<file path="src/rtl/mips_writeback_queue_if.sv">
// Handshake and register-file write-port bundle for mips_writeback_queue.
// The forwarding lookup signals exist only when WB_FORWARD_EN is defined.
interface mips_writeback_queue_if;
    logic        AluValid;
    logic [4:0]  AluAddr;
    logic [31:0] AluData;
    logic        AluReady;
    logic        MemValid;
    logic [4:0]  MemAddr;
    logic [31:0] MemData;
    logic        MemReady;
    logic        ReadReq;
    logic        RegWrite;
    logic [4:0]  WriteAddress;
    logic [31:0] DataIn;
    logic [31:0] Busy;
    logic        Empty;
`ifdef WB_FORWARD_EN
    logic [4:0]  FwdAddr;
    logic        FwdHit;
    logic [31:0] FwdData;
`endif

    modport slave (
        input  AluValid, AluAddr, AluData, MemValid, MemAddr, MemData, ReadReq,
        output AluReady, MemReady, RegWrite, WriteAddress, DataIn, Busy, Empty
`ifdef WB_FORWARD_EN
        , input FwdAddr, output FwdHit, FwdData
`endif
    );

    modport master (
        output AluValid, AluAddr, AluData, MemValid, MemAddr, MemData, ReadReq,
        input  AluReady, MemReady, RegWrite, WriteAddress, DataIn, Busy, Empty
`ifdef WB_FORWARD_EN
        , output FwdAddr, input FwdHit, FwdData
`endif
    );
endinterface

</file>
<file path="src/rtl/mips_writeback_queue.sv">
// In-order write-back queue feeding the MIPS register-file write port.
// Optional store-to-read forwarding lookup is enabled with WB_FORWARD_EN.
module mips_writeback_queue #(
    parameter int DEPTH = 4
) (
    input  logic                   CLK,
    input  logic                   RESETn,
    mips_writeback_queue_if.slave  bus
);
    localparam int PTR_W  = (DEPTH > 1) ? $clog2(DEPTH) : 1;
    localparam int CNT_W  = PTR_W + 1;
    localparam int ADDR_W = 5;
    localparam int DATA_W = 32;

    logic [PTR_W-1:0]  head_q, head_d;
    logic [PTR_W-1:0]  tail_q, tail_d;
    logic [CNT_W-1:0]  count_q, count_d;
    logic [ADDR_W-1:0] entry_addr_q [DEPTH];
    logic [DATA_W-1:0] entry_data_q [DEPTH];

    logic              not_full;
    logic              mem_ready;
    logic              alu_ready;
    logic              mem_acc;
    logic              alu_acc;
    logic              enq;
    logic              deq;
    logic              empty;
    logic [ADDR_W-1:0] enq_addr;
    logic [DATA_W-1:0] enq_data;
    logic [31:0]       busy;

    // Readiness is judged on the count before any same-cycle dequeue.
    always_comb begin
        not_full  = (count_q < CNT_W'(DEPTH));
        mem_ready = RESETn & not_full;
        alu_ready = mem_ready & ~bus.MemValid;
        mem_acc   = bus.MemValid & mem_ready;
        alu_acc   = bus.AluValid & alu_ready;
        enq_addr  = mem_acc ? bus.MemAddr : bus.AluAddr;
        enq_data  = mem_acc ? bus.MemData : bus.AluData;
        // Writes to r0 complete the handshake but never occupy a slot.
        enq       = (mem_acc | alu_acc) & (enq_addr != '0);
        empty     = (count_q == '0);
        deq       = RESETn & ~empty & ~bus.ReadReq;

        head_d    = head_q;
        tail_d    = tail_q;
        count_d   = count_q;
        if (deq) head_d = head_q + PTR_W'(1);
        if (enq) tail_d = tail_q + PTR_W'(1);
        count_d   = count_q + CNT_W'(enq) - CNT_W'(deq);
    end

    always_ff @(posedge CLK) begin
        if (!RESETn) begin
            head_q  <= '0;
            tail_q  <= '0;
            count_q <= '0;
        end else begin
            head_q  <= head_d;
            tail_q  <= tail_d;
            count_q <= count_d;
        end
    end

    // Entry storage carries no reset; occupancy is tracked by count_q alone.
    always_ff @(posedge CLK) begin
        if (enq) begin
            entry_addr_q[tail_q] <= enq_addr;
            entry_data_q[tail_q] <= enq_data;
        end
    end

    // Walk valid entries oldest to newest so later matches win the forward mux.
    always_comb begin
        logic [PTR_W-1:0] idx;
        idx  = '0;
        busy = '0;
`ifdef WB_FORWARD_EN
        bus.FwdHit  = 1'b0;
        bus.FwdData = '0;
`endif
        for (int k = 0; k < DEPTH; k++) begin
            idx = head_q + PTR_W'(k);
            if (CNT_W'(k) < count_q) begin
                busy[entry_addr_q[idx]] = 1'b1;
`ifdef WB_FORWARD_EN
                if ((bus.FwdAddr != '0) && (entry_addr_q[idx] == bus.FwdAddr)) begin
                    bus.FwdHit  = 1'b1;
                    bus.FwdData = entry_data_q[idx];
                end
`endif
            end
        end
        busy[0] = 1'b0;
    end

    assign bus.MemReady     = mem_ready;
    assign bus.AluReady     = alu_ready;
    assign bus.RegWrite     = deq;
    assign bus.WriteAddress = empty ? '0 : entry_addr_q[head_q];
    assign bus.DataIn       = empty ? '0 : entry_data_q[head_q];
    assign bus.Busy         = busy;
    assign bus.Empty        = empty;
endmodule

</file>
<file path="src/flat_wrapper.sv">
// flat-port wrapper written by rule: the top's interface ports become plain ports
module mips_writeback_queue_flat 
#(
    parameter int DEPTH = 4
)
  (CLK, RESETn, bus_AluValid, bus_AluAddr, bus_AluData, bus_MemValid, bus_MemAddr, bus_MemData, bus_ReadReq, bus_AluReady, bus_MemReady, bus_RegWrite, bus_WriteAddress, bus_DataIn, bus_Busy, bus_Empty);
  mips_writeback_queue_if bus_i ();
  input  logic CLK;
  input  logic RESETn;
  input wire logic [$bits(bus_i.AluValid)-1:0] bus_AluValid;
  input wire logic [$bits(bus_i.AluAddr)-1:0] bus_AluAddr;
  input wire logic [$bits(bus_i.AluData)-1:0] bus_AluData;
  input wire logic [$bits(bus_i.MemValid)-1:0] bus_MemValid;
  input wire logic [$bits(bus_i.MemAddr)-1:0] bus_MemAddr;
  input wire logic [$bits(bus_i.MemData)-1:0] bus_MemData;
  input wire logic [$bits(bus_i.ReadReq)-1:0] bus_ReadReq;
  output wire logic [$bits(bus_i.AluReady)-1:0] bus_AluReady;
  output wire logic [$bits(bus_i.MemReady)-1:0] bus_MemReady;
  output wire logic [$bits(bus_i.RegWrite)-1:0] bus_RegWrite;
  output wire logic [$bits(bus_i.WriteAddress)-1:0] bus_WriteAddress;
  output wire logic [$bits(bus_i.DataIn)-1:0] bus_DataIn;
  output wire logic [$bits(bus_i.Busy)-1:0] bus_Busy;
  output wire logic [$bits(bus_i.Empty)-1:0] bus_Empty;
  assign bus_i.AluValid = bus_AluValid;
  assign bus_i.AluAddr = bus_AluAddr;
  assign bus_i.AluData = bus_AluData;
  assign bus_i.MemValid = bus_MemValid;
  assign bus_i.MemAddr = bus_MemAddr;
  assign bus_i.MemData = bus_MemData;
  assign bus_i.ReadReq = bus_ReadReq;
  assign bus_AluReady = bus_i.AluReady;
  assign bus_MemReady = bus_i.MemReady;
  assign bus_RegWrite = bus_i.RegWrite;
  assign bus_WriteAddress = bus_i.WriteAddress;
  assign bus_DataIn = bus_i.DataIn;
  assign bus_Busy = bus_i.Busy;
  assign bus_Empty = bus_i.Empty;
  mips_writeback_queue #(.DEPTH(DEPTH)) u_core (.CLK(CLK), .RESETn(RESETn), .bus(bus_i));
endmodule
</file>
<file path="config.mk">
export PLATFORM = sky130hd
export DESIGN_NAME = mips_writeback_queue_flat
export DESIGN_NICKNAME = d
export VERILOG_FILES = /design/src/rtl/mips_writeback_queue_if.sv /design/src/rtl/mips_writeback_queue.sv /design/src/flat_wrapper.sv
export SDC_FILE = /design/constraint.sdc
export NUM_CORES = 1
export LEC_CHECK = 0
export ABC_AREA = 1
export CAP_MARGIN = 20
export CORE_UTILIZATION = 48
export CTS_CLUSTER_DIAMETER = 150
export DETAILED_ROUTE_END_ITERATION = 6
export PLACE_DENSITY = 0.84
export SETUP_SLACK_MARGIN = 0.4
export SLEW_MARGIN = 20
export SYNTH_ARGS = -nofsm -noshare
export SYNTH_HDL_FRONTEND = slang
export SYNTH_SLANG_ARGS = --single-unit
</file>
<file path="constraint.sdc">
create_clock -name CLK -period 3.6 [get_ports CLK]
set_input_delay 0.72 -clock CLK [delete_from_list [all_inputs] [get_ports CLK]]
set_output_delay 0.72 -clock CLK [all_outputs]
set_load 0.02 [all_outputs]
</file>
==> run summary <==
The time the worst path needs with I/O delays and setup came out at 3.40 ns. Counting cells, the worst reg-to-reg path comes to 12. STA classifies the critical path startpoint as a register. The initial core utilization is 0.489. The proportion of layout cells with a drive suffix above 1 came out at 0.148.

The number of max-slew violations in the final report came out at 0. The critical path data required time is 2.88 ns. The critical path goes through inv_2, nand2_4, nand2_8, o21ai_2, nand3_2, nor2_1, nor2_1, nand2_1, clkdlybuf4s50_1. The count of state elements after synthesis is 157. The leftover overflow at the end of global routing is 0. The beginning of the worst register-to-register path is u_core.count_q[0]. The endpoint of the most critical register-to-register path is u_core.count_q[2].

The largest total area in the synthesized netlist belongs to sky130_fd_sc_hd__edfxtp_1. The run finished with clean final reports. The core region area is 17200 um^2. The longest clock path from root to sink contains 2 buffers. In this run the power spent charging and discharging nets is 3.72 mW.

The number of global-route vias before repair is 7271. The iteration count of the initial detailed-routing pass is 5. The tightest min-delay check is of the reg -> reg type. VDD sags by at most 0.450 mV. The vertical extent of the die is 134 um.

The sequential power share came out at 0.280. The latest clock arrival within the worst-skew pair came out at 0.42 ns. The number of antenna diodes in the final layout is 0. The proportion of power drawn by combinational gates is 0.522. The share of the cycle needed by the critical path after routing came out at 0.945. The most frequent cell on the critical path is sky130_fd_sc_hd__nor2_1. The post-synthesis average cell area is 8.56 um^2.

The maximum clock rate is 294 MHz. The overall power of the completed layout came out at 8.43 mW. The wire length of the first global-routing pass came out at 37300 um. The net count of the finished layout is 1225. The TritonCTS sink count came out at 157. Yosys printed 0 warnings.

For this design the ratio of total power to cell area is 754 nW/um^2. The start point of the worst hold path is u_core.tail_q[1]. The end point of the worst hold path is u_core.tail_q[1]. The number of input and output port buffers inserted came out at 150. OpenSTA, run right after detailed placement, puts the worst setup slack at 0.226 ns. The switching portion of total power is 0.441. The congestion estimate from routability-driven global placement came to 0.969. Setup repair after global routing could not meet its margin everywhere.

By startpoint and endpoint, the worst setup path is classified as reg -> out. Cell internal power was estimated by the tool at 4.71 mW. The share of the synthesized area in the top cell type is 0.529.

The number of I/O pins came out at 152. Compared with the post-synthesis result, the final layout area differs by 33.0%. The total detailed-routing wirelength came out at 23700 um. Once detail routing completed, the nets flagged for antenna violations numbered 0. The analysis attributes to cell leakage a power of 4.50 nW. The synthesized netlist net count came out at 1070.

The number of fill cells in the layout is 1327. For the final routed database, the setup TNS stands at 0 ns. The kind of capture point of the worst setup path is an output port. The share of the core filled with cells came out at 0.651.

Setup slack closes at 0.200 ns. Sorting the synthesized cells by area gives the leading types as sky130_fd_sc_hd__edfxtp_1, sky130_fd_sc_hd__nor2_1, sky130_fd_sc_hd__nand2_1. STA puts the critical path data arrival time at 2.68 ns. Max-cap violations in this run came to 0.

The number of unique standard cell types used by synthesis is 27. The cell depth of the worst hold path is 2. For this run, the register share of the synthesized area comes to 0.550. The library cells used most frequently in the layout, excluding fill and tap cells, are sky130_fd_sc_hd__nor2_1, sky130_fd_sc_hd__nand2_1, sky130_fd_sc_hd__edfxtp_1. The pin count of the biggest net entering global routing is 47. The via count of the routed design came out at 7577. The slowest stage of the critical path belongs to the cell sky130_fd_sc_hd__clkdlybuf4s50_1. The worst stage delay on the critical path came out at 0.59 ns. After technology mapping, the gate count stands at 982.

The root cell of the clock tree is sky130_fd_sc_hd__clkbuf_16. The number of placement rows came out at 48. The number of vias per cell is 5.51.

The worst slew margin relative to its limit came out at 0.663. The worst setup slack for register-to-register paths is 1.08 ns. The H-tree was split into 4 levels.

The count of hold buffers inserted by post-cts repair is 0. The initial DRC count came out at 821. The aggregate global-route resource usage is 0.270.

Once detailed placement completed, the half-perimeter wirelength came to 15700 um. The final count of negative-setup-slack endpoints is 0. The clock tree skew after final layout came out at 0.00627 ns. The number of failing hold endpoints at the final stage was 0.

For the pin with the worst max-slew slack, the measured transition is 0.500 ns. The number of antenna violations at the first check in global routing was 0. The clock share of power is 0.198. Clock-pin slew was measured on the worst setup and hold paths at 0.06 ns.

The detailed-route DRC error count is 0. The clock buffer count from CTS is 17. From left edge to right edge, the die measures 134 um. TritonCTS built the clock tree. The die footprint came out at 18000 um^2.

The routed length per instance came out at 17.2 um. Summing every instance area after synthesis gives 8410 um^2. The largest fanout on the critical path is 16.

Leaving out fill and tap cells, the most frequent cell in the layout is sky130_fd_sc_hd__nor2_1.
==> critical path, delay by kind of cell (launching register included) <==
| kind | cells | cell delay [ns] |
|---|---|---|
| simple gates | 6 | 0.79 |
| buf+inv | 2 | 0.73 |
| compound gates | 1 | 0.30 |
| flops | 1 | 0.43 |
==> synth_stat cells <==
cell type / n
sky130_fd_sc_hd__clkbuf_1: 9
sky130_fd_sc_hd__nand2_4: 1
sky130_fd_sc_hd__o21ai_2: 3
sky130_fd_sc_hd__nand4_1: 4
sky130_fd_sc_hd__nor2_2: 2
sky130_fd_sc_hd__buf_2: 14
sky130_fd_sc_hd__nand2_2: 4
sky130_fd_sc_hd__nand3_1: 53
sky130_fd_sc_hd__buf_4: 5
sky130_fd_sc_hd__buf_1: 7
sky130_fd_sc_hd__o21ai_1: 16
sky130_fd_sc_hd__nor3_1: 2
sky130_fd_sc_hd__mux2_2: 32
sky130_fd_sc_hd__nand2_1: 152
sky130_fd_sc_hd__o21ai_0: 74
sky130_fd_sc_hd__nand3_2: 3
sky130_fd_sc_hd__fa_1: 1
sky130_fd_sc_hd__ha_1: 8
sky130_fd_sc_hd__buf_6: 3
sky130_fd_sc_hd__conb_1: 1
sky130_fd_sc_hd__inv_2: 4
sky130_fd_sc_hd__dfxtp_1: 9
sky130_fd_sc_hd__inv_1: 47
sky130_fd_sc_hd__a21oi_1: 37
sky130_fd_sc_hd__edfxtp_1: 148
sky130_fd_sc_hd__nor2_1: 342
sky130_fd_sc_hd__xnor2_1: 1
==> power by group through the flow <==
stage	sequential (mW)	clock (mW)	combinational (mW)
final	2.36	1.67	4.40
after global routing	2.37	1.75	4.73
after CTS	2.35	1.68	4.19
after detailed placement	2.38	0	3.96
after global placement	2.36	0	3.90
after floorplan	2.35	0	2.42
==> area by class of cell <==
cell class	instances	area [um^2]	area share
Clock buffer	18	429	0.0384
Multi-Input combinational cell	737	3770	0.338
Tap cell	225	282	0.0252
Sequential cell	157	4630	0.414
Inverter	51	200	0.0179
Timing Repair Buffer	173	1740	0.156
Clock inverter	14	119	0.0106
==> flip-flops by register name (all words and copies together), names as in the netlist, named ones only <==
register and count:
u_core.entry_addr_q 20, u_core.count_q 3, u_core.entry_data_q 128, u_core.head_q 2
u_core.tail_q 2
==> repair_timing <==
action / 4_1_cts / 5_1_grt
pin swaps: 3 / 1
gates cloned: 1 / 0
buffers inserted: 0 / 2
endpoints found under the setup margin: 54 / 40
endpoints found under the hold margin: 0 / 0
gates resized for setup: 79 / 57
==> through the flow <==
stage,std cells,instance area [um^2],hold WS (ns)
finish,1375,11200,0.561
global route,1375,11200,0.577
CTS,1373,11000,0.559
detailed placement,1340,10200,0.550
global placement,1340,10200,0.535
floorplan,982,8420,0.503
==> per-layer routing <==
metal	part of all wire	global-route usage	wire [um]
met1	0.38	0.329	8930
met2	0.52	0.471	12300
met3	0.075	0.0518	1770
met4	0.031	0.105	724
met5	0	0	0
==> kinds of logic (layout without fill, tap and decap cells) <==
family	Yosys count	count (layout)	share of synthesized area
fa+ha+maj	9	9	0.0143
mux	32	32	0.0429
other cells	1	1	0.000446
compound gates	130	130	0.0787
flops	157	157	0.550
buf+inv	89	256	0.0467
xor+xnor	1	1	0.00104
simple gates	563	564	0.266
==> how the worst max path moves through the flow <==
stage,startpoint,end
after floorplan,RESETn,u_core.entry_addr_q[0][0]
after global placement,RESETn,u_core.count_q[1]
after detailed placement,RESETn,u_core.count_q[1]
after CTS,u_core.count_q[2],bus_Busy[6]
after global routing,u_core.head_q[0],bus_Busy[25]
final,u_core.head_q[1],bus_Busy[25]
Note: power is estimated with default switching activity, not from simulation.
